$ cat src/rtl/cart_loader_if.sv
`default_nettype none
// ============================================================================
// Module  : cart_loader_if
// Brief   : Toggle req/ack SDRAM write port between cart_loader and sdram.
// Revision: 1.0
// ============================================================================
interface cart_loader_if #(
    parameter int ADDR_W = 22,
    parameter int DATA_W = 16
);
    localparam int c_wb = DATA_W / 8;
    localparam int c_wa = ADDR_W - $clog2(c_wb);

    logic [c_wa-1:0]   mem_addr;
    logic [DATA_W-1:0] mem_wdata;
    logic [c_wb-1:0]   mem_be;
    logic              mem_req;
    logic              mem_ack;

    modport master (output mem_addr, mem_wdata, mem_be, mem_req, input mem_ack);
    modport slave  (input mem_addr, mem_wdata, mem_be, mem_req, output mem_ack);
endinterface
`default_nettype wire

$ cat src/rtl/cart_loader.sv
`default_nettype none
// ============================================================================
// Module  : cart_loader
// Brief   : Packs the iosys ROM byte stream into SDRAM words through a FIFO,
//           captures rom_size and holds core_on low until all writes complete.
//           Optional CART_LOADER_CHECKSUM_EN adds the MD header checksum port.
// Revision: 1.0
// ============================================================================
module cart_loader #(
    parameter int ADDR_W     = 22,
    parameter int DATA_W     = 16,
    parameter int BIG_ENDIAN = 1,
    parameter int FIFO_DEPTH = 4
) (
    input  logic              clk_sys,
    input  logic              reset,
    input  logic [2:0]        loading,
    input  logic [7:0]        loader_do,
    input  logic              loader_do_valid,
    cart_loader_if.master     mem,
    output logic [ADDR_W:0]   rom_size,
    output logic              core_on,
    output logic              busy,
    output logic              overflow
`ifdef CART_LOADER_CHECKSUM_EN
    ,
    output logic [15:0]       checksum
`endif
);
    localparam int c_wb = DATA_W / 8;
    localparam int c_lb = $clog2(c_wb);
    localparam int c_wa = ADDR_W - c_lb;
    localparam int c_pw = $clog2(FIFO_DEPTH);
    localparam logic [c_pw:0] c_depth = (c_pw + 1)'(FIFO_DEPTH);

    typedef enum logic [1:0] {
        S_IDLE  = 2'd0,
        S_LOAD  = 2'd1,
        S_FLUSH = 2'd2,
        S_DRAIN = 2'd3
    } state_t;

    state_t            r_state;
    logic              r_loading_act;
    logic [ADDR_W-1:0] r_cnt;
    logic              r_wrap;
    logic [DATA_W-1:0] r_pack_data;
    logic [c_wb-1:0]   r_pack_be;
    logic              r_push_vld;
    logic [c_wa-1:0]   r_push_addr;
    logic [DATA_W-1:0] r_push_data;
    logic [c_wb-1:0]   r_push_be;
    logic [c_wa-1:0]   r_fifo_addr [FIFO_DEPTH];
    logic [DATA_W-1:0] r_fifo_data [FIFO_DEPTH];
    logic [c_wb-1:0]   r_fifo_be   [FIFO_DEPTH];
    logic [c_pw-1:0]   r_wr_ptr;
    logic [c_pw-1:0]   r_rd_ptr;
    logic [c_pw:0]     r_count;
    logic              r_req;
    logic              r_inflight;

    logic              w_active, w_start, w_end, w_byte_ok, w_word_done;
    logic              w_empty, w_full, w_pop, w_fifo_wr, w_drop, w_issue;
    logic [c_lb-1:0]   w_lane;
    logic [DATA_W-1:0] w_pack_data;
    logic [c_wb-1:0]   w_pack_be;

    assign w_active    = |loading;
    assign w_start     = w_active & ~r_loading_act;
    assign w_end       = ~w_active & r_loading_act;
    assign w_byte_ok   = (r_state == S_LOAD) && loader_do_valid;
    assign w_word_done = w_byte_ok && (&r_cnt[c_lb-1:0]);
    assign w_empty     = (r_count == '0);
    assign w_full      = (r_count == c_depth);
    // The slot stays at the head while in flight; it is released by the ack.
    assign w_pop       = r_inflight && (r_req == mem.mem_ack);
    assign w_fifo_wr   = r_push_vld && (!w_full || w_pop);
    assign w_drop      = r_push_vld && w_full && !w_pop;
    assign w_issue     = !r_inflight && (r_req == mem.mem_ack) && !w_empty;
    assign mem.mem_req = r_req;
    assign busy        = (r_state != S_IDLE) || !w_empty || (r_req != mem.mem_ack);

    always_comb begin
        w_lane      = r_cnt[c_lb-1:0];
        if (BIG_ENDIAN != 0) begin
            w_lane = ~r_cnt[c_lb-1:0];
        end
        w_pack_data = r_pack_data;
        w_pack_be   = r_pack_be;
        if (w_byte_ok) begin
            w_pack_data[{w_lane, 3'b000} +: 8] = loader_do;
            w_pack_be[w_lane]                  = 1'b1;
        end
    end

    always_ff @(posedge clk_sys) begin
        if (w_fifo_wr) begin
            r_fifo_addr[r_wr_ptr] <= r_push_addr;
            r_fifo_data[r_wr_ptr] <= r_push_data;
            r_fifo_be[r_wr_ptr]   <= r_push_be;
        end
    end

    always_ff @(posedge clk_sys) begin
        if (reset) begin
            r_state       <= S_IDLE;
            r_loading_act <= 1'b0;
            r_cnt         <= '0;
            r_wrap        <= 1'b0;
            r_pack_data   <= '0;
            r_pack_be     <= '0;
            r_push_vld    <= 1'b0;
            r_push_addr   <= '0;
            r_push_data   <= '0;
            r_push_be     <= '0;
            r_wr_ptr      <= '0;
            r_rd_ptr      <= '0;
            r_count       <= '0;
            r_req         <= 1'b0;
            r_inflight    <= 1'b0;
            mem.mem_addr  <= '0;
            mem.mem_wdata <= '0;
            mem.mem_be    <= '0;
            rom_size      <= '0;
            core_on       <= 1'b0;
            overflow      <= 1'b0;
        end else begin
            r_loading_act <= w_active;
            r_push_vld    <= 1'b0;

            if (w_fifo_wr) r_wr_ptr <= r_wr_ptr + 1'b1;
            if (w_drop)    overflow <= 1'b1;
            if (w_pop) begin
                r_rd_ptr   <= r_rd_ptr + 1'b1;
                r_inflight <= 1'b0;
            end
            r_count <= r_count + {{c_pw{1'b0}}, w_fifo_wr} - {{c_pw{1'b0}}, w_pop};
            if (w_issue) begin
                mem.mem_addr  <= r_fifo_addr[r_rd_ptr];
                mem.mem_wdata <= r_fifo_data[r_rd_ptr];
                mem.mem_be    <= r_fifo_be[r_rd_ptr];
                r_req         <= ~r_req;
                r_inflight    <= 1'b1;
            end

            case (r_state)
                S_LOAD: begin
                    if (w_byte_ok) begin
                        r_cnt <= r_cnt + 1'b1;
                        if (&r_cnt) begin
                            r_wrap   <= 1'b1;
                            overflow <= 1'b1;
                        end
                        if (w_word_done) begin
                            r_push_vld  <= 1'b1;
                            r_push_addr <= r_cnt[ADDR_W-1:c_lb];
                            r_push_data <= w_pack_data;
                            r_push_be   <= w_pack_be;
                            r_pack_data <= '0;
                            r_pack_be   <= '0;
                        end else begin
                            r_pack_data <= w_pack_data;
                            r_pack_be   <= w_pack_be;
                        end
                    end
                    if (w_end) r_state <= S_FLUSH;
                end
                S_FLUSH: begin
                    if (|r_pack_be) begin
                        r_push_vld  <= 1'b1;
                        r_push_addr <= r_cnt[ADDR_W-1:c_lb];
                        r_push_data <= r_pack_data;
                        r_push_be   <= r_pack_be;
                    end
                    r_pack_data <= '0;
                    r_pack_be   <= '0;
                    rom_size    <= r_wrap ? {1'b1, {ADDR_W{1'b0}}} : {1'b0, r_cnt};
                    r_state     <= S_DRAIN;
                end
                S_DRAIN: begin
                    if (!r_push_vld && w_empty && !r_inflight && (r_req == mem.mem_ack)) begin
                        core_on <= 1'b1;
                        r_state <= S_IDLE;
                    end
                end
                default: ;
            endcase

            // A new session overrides everything, but an outstanding request
            // still blocks issue until its ack returns (r_req != mem_ack).
            if (w_start) begin
                r_state     <= S_LOAD;
                core_on     <= 1'b0;
                overflow    <= 1'b0;
                r_cnt       <= '0;
                r_wrap      <= 1'b0;
                r_pack_data <= '0;
                r_pack_be   <= '0;
                r_push_vld  <= 1'b0;
                r_wr_ptr    <= '0;
                r_rd_ptr    <= '0;
                r_count     <= '0;
                r_inflight  <= 1'b0;
            end
        end
    end

`ifdef CART_LOADER_CHECKSUM_EN
    logic [15:0] r_csum;
    logic [7:0]  r_csum_hi;
    logic        r_csum_odd;

    assign checksum = r_csum;

    // Sum of big-endian 16-bit words from byte offset 0x200 onward.
    always_ff @(posedge clk_sys) begin
        if (reset) begin
            r_csum     <= '0;
            r_csum_hi  <= '0;
            r_csum_odd <= 1'b0;
        end else if (w_start) begin
            r_csum     <= '0;
            r_csum_hi  <= '0;
            r_csum_odd <= 1'b0;
        end else if (w_byte_ok && (|r_cnt[ADDR_W-1:9])) begin
            if (!r_cnt[0]) begin
                r_csum_hi  <= loader_do;
                r_csum_odd <= 1'b1;
            end else begin
                r_csum     <= r_csum + {r_csum_hi, loader_do};
                r_csum_odd <= 1'b0;
            end
        end else if ((r_state == S_FLUSH) && r_csum_odd) begin
            r_csum     <= r_csum + {r_csum_hi, 8'h00};
            r_csum_odd <= 1'b0;
        end
    end
`endif

endmodule
`default_nettype wire

$ cat src/flat_wrapper.sv
// flat-port wrapper written by rule: the top's interface ports become plain ports
module cart_loader_flat 
#(
    parameter int ADDR_W     = 22,
    parameter int DATA_W     = 16,
    parameter int BIG_ENDIAN = 1,
    parameter int FIFO_DEPTH = 4
)
  (clk_sys, reset, loading, loader_do, loader_do_valid, rom_size, core_on, busy, overflow, mem_mem_addr, mem_mem_wdata, mem_mem_be, mem_mem_req, mem_mem_ack);
  cart_loader_if #(.ADDR_W(ADDR_W), .DATA_W(DATA_W)) mem_i ();
  input  logic clk_sys;
  input  logic reset;
  input  logic [2:0] loading;
  input  logic [7:0] loader_do;
  input  logic loader_do_valid;
  output logic [ADDR_W:0] rom_size;
  output logic core_on;
  output logic busy;
  output logic overflow;
  output wire logic [$bits(mem_i.mem_addr)-1:0] mem_mem_addr;
  output wire logic [$bits(mem_i.mem_wdata)-1:0] mem_mem_wdata;
  output wire logic [$bits(mem_i.mem_be)-1:0] mem_mem_be;
  output wire logic [$bits(mem_i.mem_req)-1:0] mem_mem_req;
  input wire logic [$bits(mem_i.mem_ack)-1:0] mem_mem_ack;
  assign mem_mem_addr = mem_i.mem_addr;
  assign mem_mem_wdata = mem_i.mem_wdata;
  assign mem_mem_be = mem_i.mem_be;
  assign mem_mem_req = mem_i.mem_req;
  assign mem_i.mem_ack = mem_mem_ack;
  cart_loader #(.ADDR_W(ADDR_W), .DATA_W(DATA_W), .BIG_ENDIAN(BIG_ENDIAN), .FIFO_DEPTH(FIFO_DEPTH)) u_core (.clk_sys(clk_sys), .reset(reset), .loading(loading), .loader_do(loader_do), .loader_do_valid(loader_do_valid), .mem(mem_i), .rom_size(rom_size), .core_on(core_on), .busy(busy), .overflow(overflow));
endmodule
$ cat config.mk
export PLATFORM = sky130hd
export DESIGN_NAME = cart_loader_flat
export DESIGN_NICKNAME = d
export VERILOG_FILES = /design/src/rtl/cart_loader_if.sv /design/src/rtl/cart_loader.sv /design/src/flat_wrapper.sv
export SDC_FILE = /design/constraint.sdc
export NUM_CORES = 1
export LEC_CHECK = 0
export ABC_AREA = 0
export ABC_CLOCK_PERIOD_IN_PS = 6700
export BUFFER_PORTS_ARGS = -buffer_cell sky130_fd_sc_hd__buf_2
export CORE_MARGIN = 4
export CORE_UTILIZATION = 27
export CTS_CLUSTER_SIZE = 10
export DETAILED_ROUTE_END_ITERATION = 16
export GPL_ROUTABILITY_DRIVEN = 1
export PLACE_DENSITY_LB_ADDON = 0.3
export SLEW_MARGIN = 20
export SYNTH_ARGS = -nofsm -noshare
export SYNTH_HDL_FRONTEND = slang
export SYNTH_SLANG_ARGS = --single-unit
$ cat constraint.sdc
create_clock -name clk_sys -period 6.7 [get_ports clk_sys]
set_input_delay 0.335 -clock clk_sys [delete_from_list [all_inputs] [get_ports clk_sys]]
set_output_delay 0.335 -clock clk_sys [all_outputs]
set_load 0.01 [all_outputs]
==> impl_metrics.toml <==
[outcome]
status = "finished clean"

[routing]
drc = 0
drt-vias-per-instance = 4.44
drt_first_pass_iters = 5
drt_wl_total_um = 26300
wl_per_cell_um = 16.4
drt_iter0_drc = 485
vias = 7121
ant_nets = 0

[sta]
final_hold_viol_count = 0
rsz0062_at_grt = "no"
min_period_ps = 3120
fin_setup_tns_ps = 0
fin_skew_ps = 8.73
slew_violations = 0
hold_slack_ps = 93.3
worst_pin_slew_ps = 1030
max_freq_ghz = 0.320
slew_headroom = 0.313
period_share = 0.466
finalSetupViolCount = 0

[synth]
syn_nets = 952
ys_types = 49
synth.most_common_cell = "dfxtp_1"
synth_cells = 923
synth_top_area_cell = "edfxtp_1"
ys_ff_latch = 313
synthTopCellsByCount = "dfxtp_1 (157), edfxtp_1 (156), nand2_1 (143)"
async_reset_ff_frac = 0
synth_top_area_frac = 0.399
seq_area_frac_synth = 0.667
avgSynthCellArea_um2 = 12.7
synth_edf_count = 156
ys.flop_type = "dfxtp_1"
ys_top_cells_by_area = "edfxtp_1 (40%), dfxtp_1 (27%), mux4_2 (7.5%), nand2_1 (4.6%), a21oi_1 (3.6%)"
netlist_area_um2 = 11700
synth_warnings = 0

[clock_tree]
tritoncts = "built"
cts-buffers-inserted = 37
cts-root-buf = "clkbuf_16"
cts.sinks = 313
cts.clk_slew.worst_paths_ps = 50
clock_path_buffers = 3
clk_latency_ps = 520
h-tree-depth = 2
cts_resized = 0
cts-hold-fix-buffers = 0
post_cts_buffers = 0

[layout]
nets = 1024
instances_no_fill = 1605
finalInstanceArea_um2 = 13800
syn2layout_area_growth_pct = 17.7
drive_above_1_share = 0.178

[die]
io_pins = 81
fp.dieArea_um2 = 46900
die_x_um = 216
rows = 76
die_h_um = 216
core_area_um2 = 43000
initial_core_util = 0.273

[global_route]
grt-ovfl-total = 0
antenna_found_initial = 1
grt_pass1_vias = 7189
grt_pass1_wl_um = 41900
grt_max_degree = 72
track_usage = 0.112

[critical_path]
arrival_ps = 3530
path_max_fanout = 27
end_kind = "register"
critPathLaunchType = "register"
critPathKind = "register to register"
rrSetupSlack_ps = 3580
required_ps = 7100

[min_path]
hp-class = "primary input to register"

[placed_design]
finalWeightedCongestion = 0.742
dpl_cell_area_um2 = 12700
dp_cells = 1541
port_buffers = 80
place_hpwl_um = 16200

[power_and_ir_drop]
p_sw_frac = 0.206
power_frac_clock = 0.457
power.ir.vdd_worst_mv = 0.117
comb_power_share = 0.028
seqPwrFrac = 0.515
p_leak_nw = 4.48
finalPower_mw = 3.98
p_int_mw = 3.16
p_switching_mw = 0.821
pwr_density_cell_nw_per_um2 = 288

[job]
maxCapViolations = 0
## power by group through the flow
stage | clock network (mW) | logic (mW) | registers, mW
after global routing | 1.96 | 0.127 | 2.05
after floorplan | 0 | 0.0824 | 2.08
final | 1.82 | 0.112 | 2.05
after global placement | 0 | 0.114 | 2.09
after CTS | 1.88 | 0.115 | 2.05
after detailed placement | 0 | 0.115 | 2.09
## layout by cell type (no fill, tap or decap), drive strengths merged, types with 13 or more instances in the layout
cell type	Yosys	layout
dfxtp	157	157
nor2	71	71
buf	12	92
mux4	39	39
inv	18	19
o21ai	19	19
a21oi	84	84
ha	13	13
edfxtp	156	156
a22oi	28	28
nand2	143	143
clkbuf	47	62
## registers in the layout, indices dropped and copies added (netlist names), 2 cells and up
| register | flops |
|---|---|
| u_core.r_fifo_addr | 84 |
| u_core.r_fifo_data | 64 |
| u_core.rom_size | 23 |
| u_core.r_cnt | 22 |
| u_core.mem.mem_addr | 21 |
| u_core.r_push_addr | 21 |
| u_core.mem.mem_wdata | 16 |
| u_core.r_pack_data | 16 |
| u_core.r_push_data | 16 |
| u_core.r_fifo_be | 8 |
| u_core.r_count | 3 |
| u_core.mem.mem_be | 2 |
| u_core.r_pack_be | 2 |
| u_core.r_push_be | 2 |
| u_core.r_rd_ptr | 2 |
| u_core.r_state | 2 |
| u_core.r_wr_ptr | 2 |
## stage by stage
step / utilization / worst slack, ps
6_report: 0.321 / 3580
5_1_grt: 0.321 / 3380
4_1_cts: 0.321 / 3610
3_5_place_dp: 0.296 / 3600
3_3_place_gp: 0.296 / 3670
2_1_floorplan: - / 4350
## cell families after synthesis
family                     synth area share
DFF                                   0.667
and+or+nand+nor                       0.108
AOI/OAI and AO/OA                    0.0852
buffers and inverters                0.0288
muxes                                0.0834
xor gates and xnor gates             0.0119
adders and majority gates            0.0156
## metal layers
layer | GRT usage | up-vias | part of all wire | wire (um)
li1 | - | 3489 | - | -
met1 | 0.153 | 3478 | 0.48 | 12600
met2 | 0.178 | 122 | 0.46 | 12100
met3 | 0.0280 | 32 | 0.044 | 1160
met4 | 0.0331 | 0 | 0.017 | 446
met5 | 0 | - | 0 | 0
## final timing paths
| kind | from | to | cells after the start |
|---|---|---|---|
| setup / recovery | u_core.r_state[0] | u_core.r_pack_data[4] | 6 |
| hold / removal | loading[2] | u_core.r_loading_act | 3 |
| setup reg to reg | u_core.r_state[0] | u_core.r_pack_data[4] | 6 |
| hold reg to reg | u_core.mem.mem_addr[9] | u_core.mem.mem_addr[9] | 2 |
## critical path, cell delays in order, from the launching register on
cell and delay (ps):
dfxtp_1 350, inv_1 120, ha_1 630, clkinv_1 900, o21a_1 530, o21a_1 290
and2_1 190
## layout make-up
type | instances | area, um^2
fill | 4368 | 29200
sequential | 313 | 7830
multi-input combinational | 532 | 3580
clock buffer | 62 | 1090
tap | 585 | 732
timing repair buffer | 92 | 493
inverter | 19 | 71.3
clock inverter | 1 | 8.76
antenna | 1 | 2.50
(Power assumes the default switching activity.)
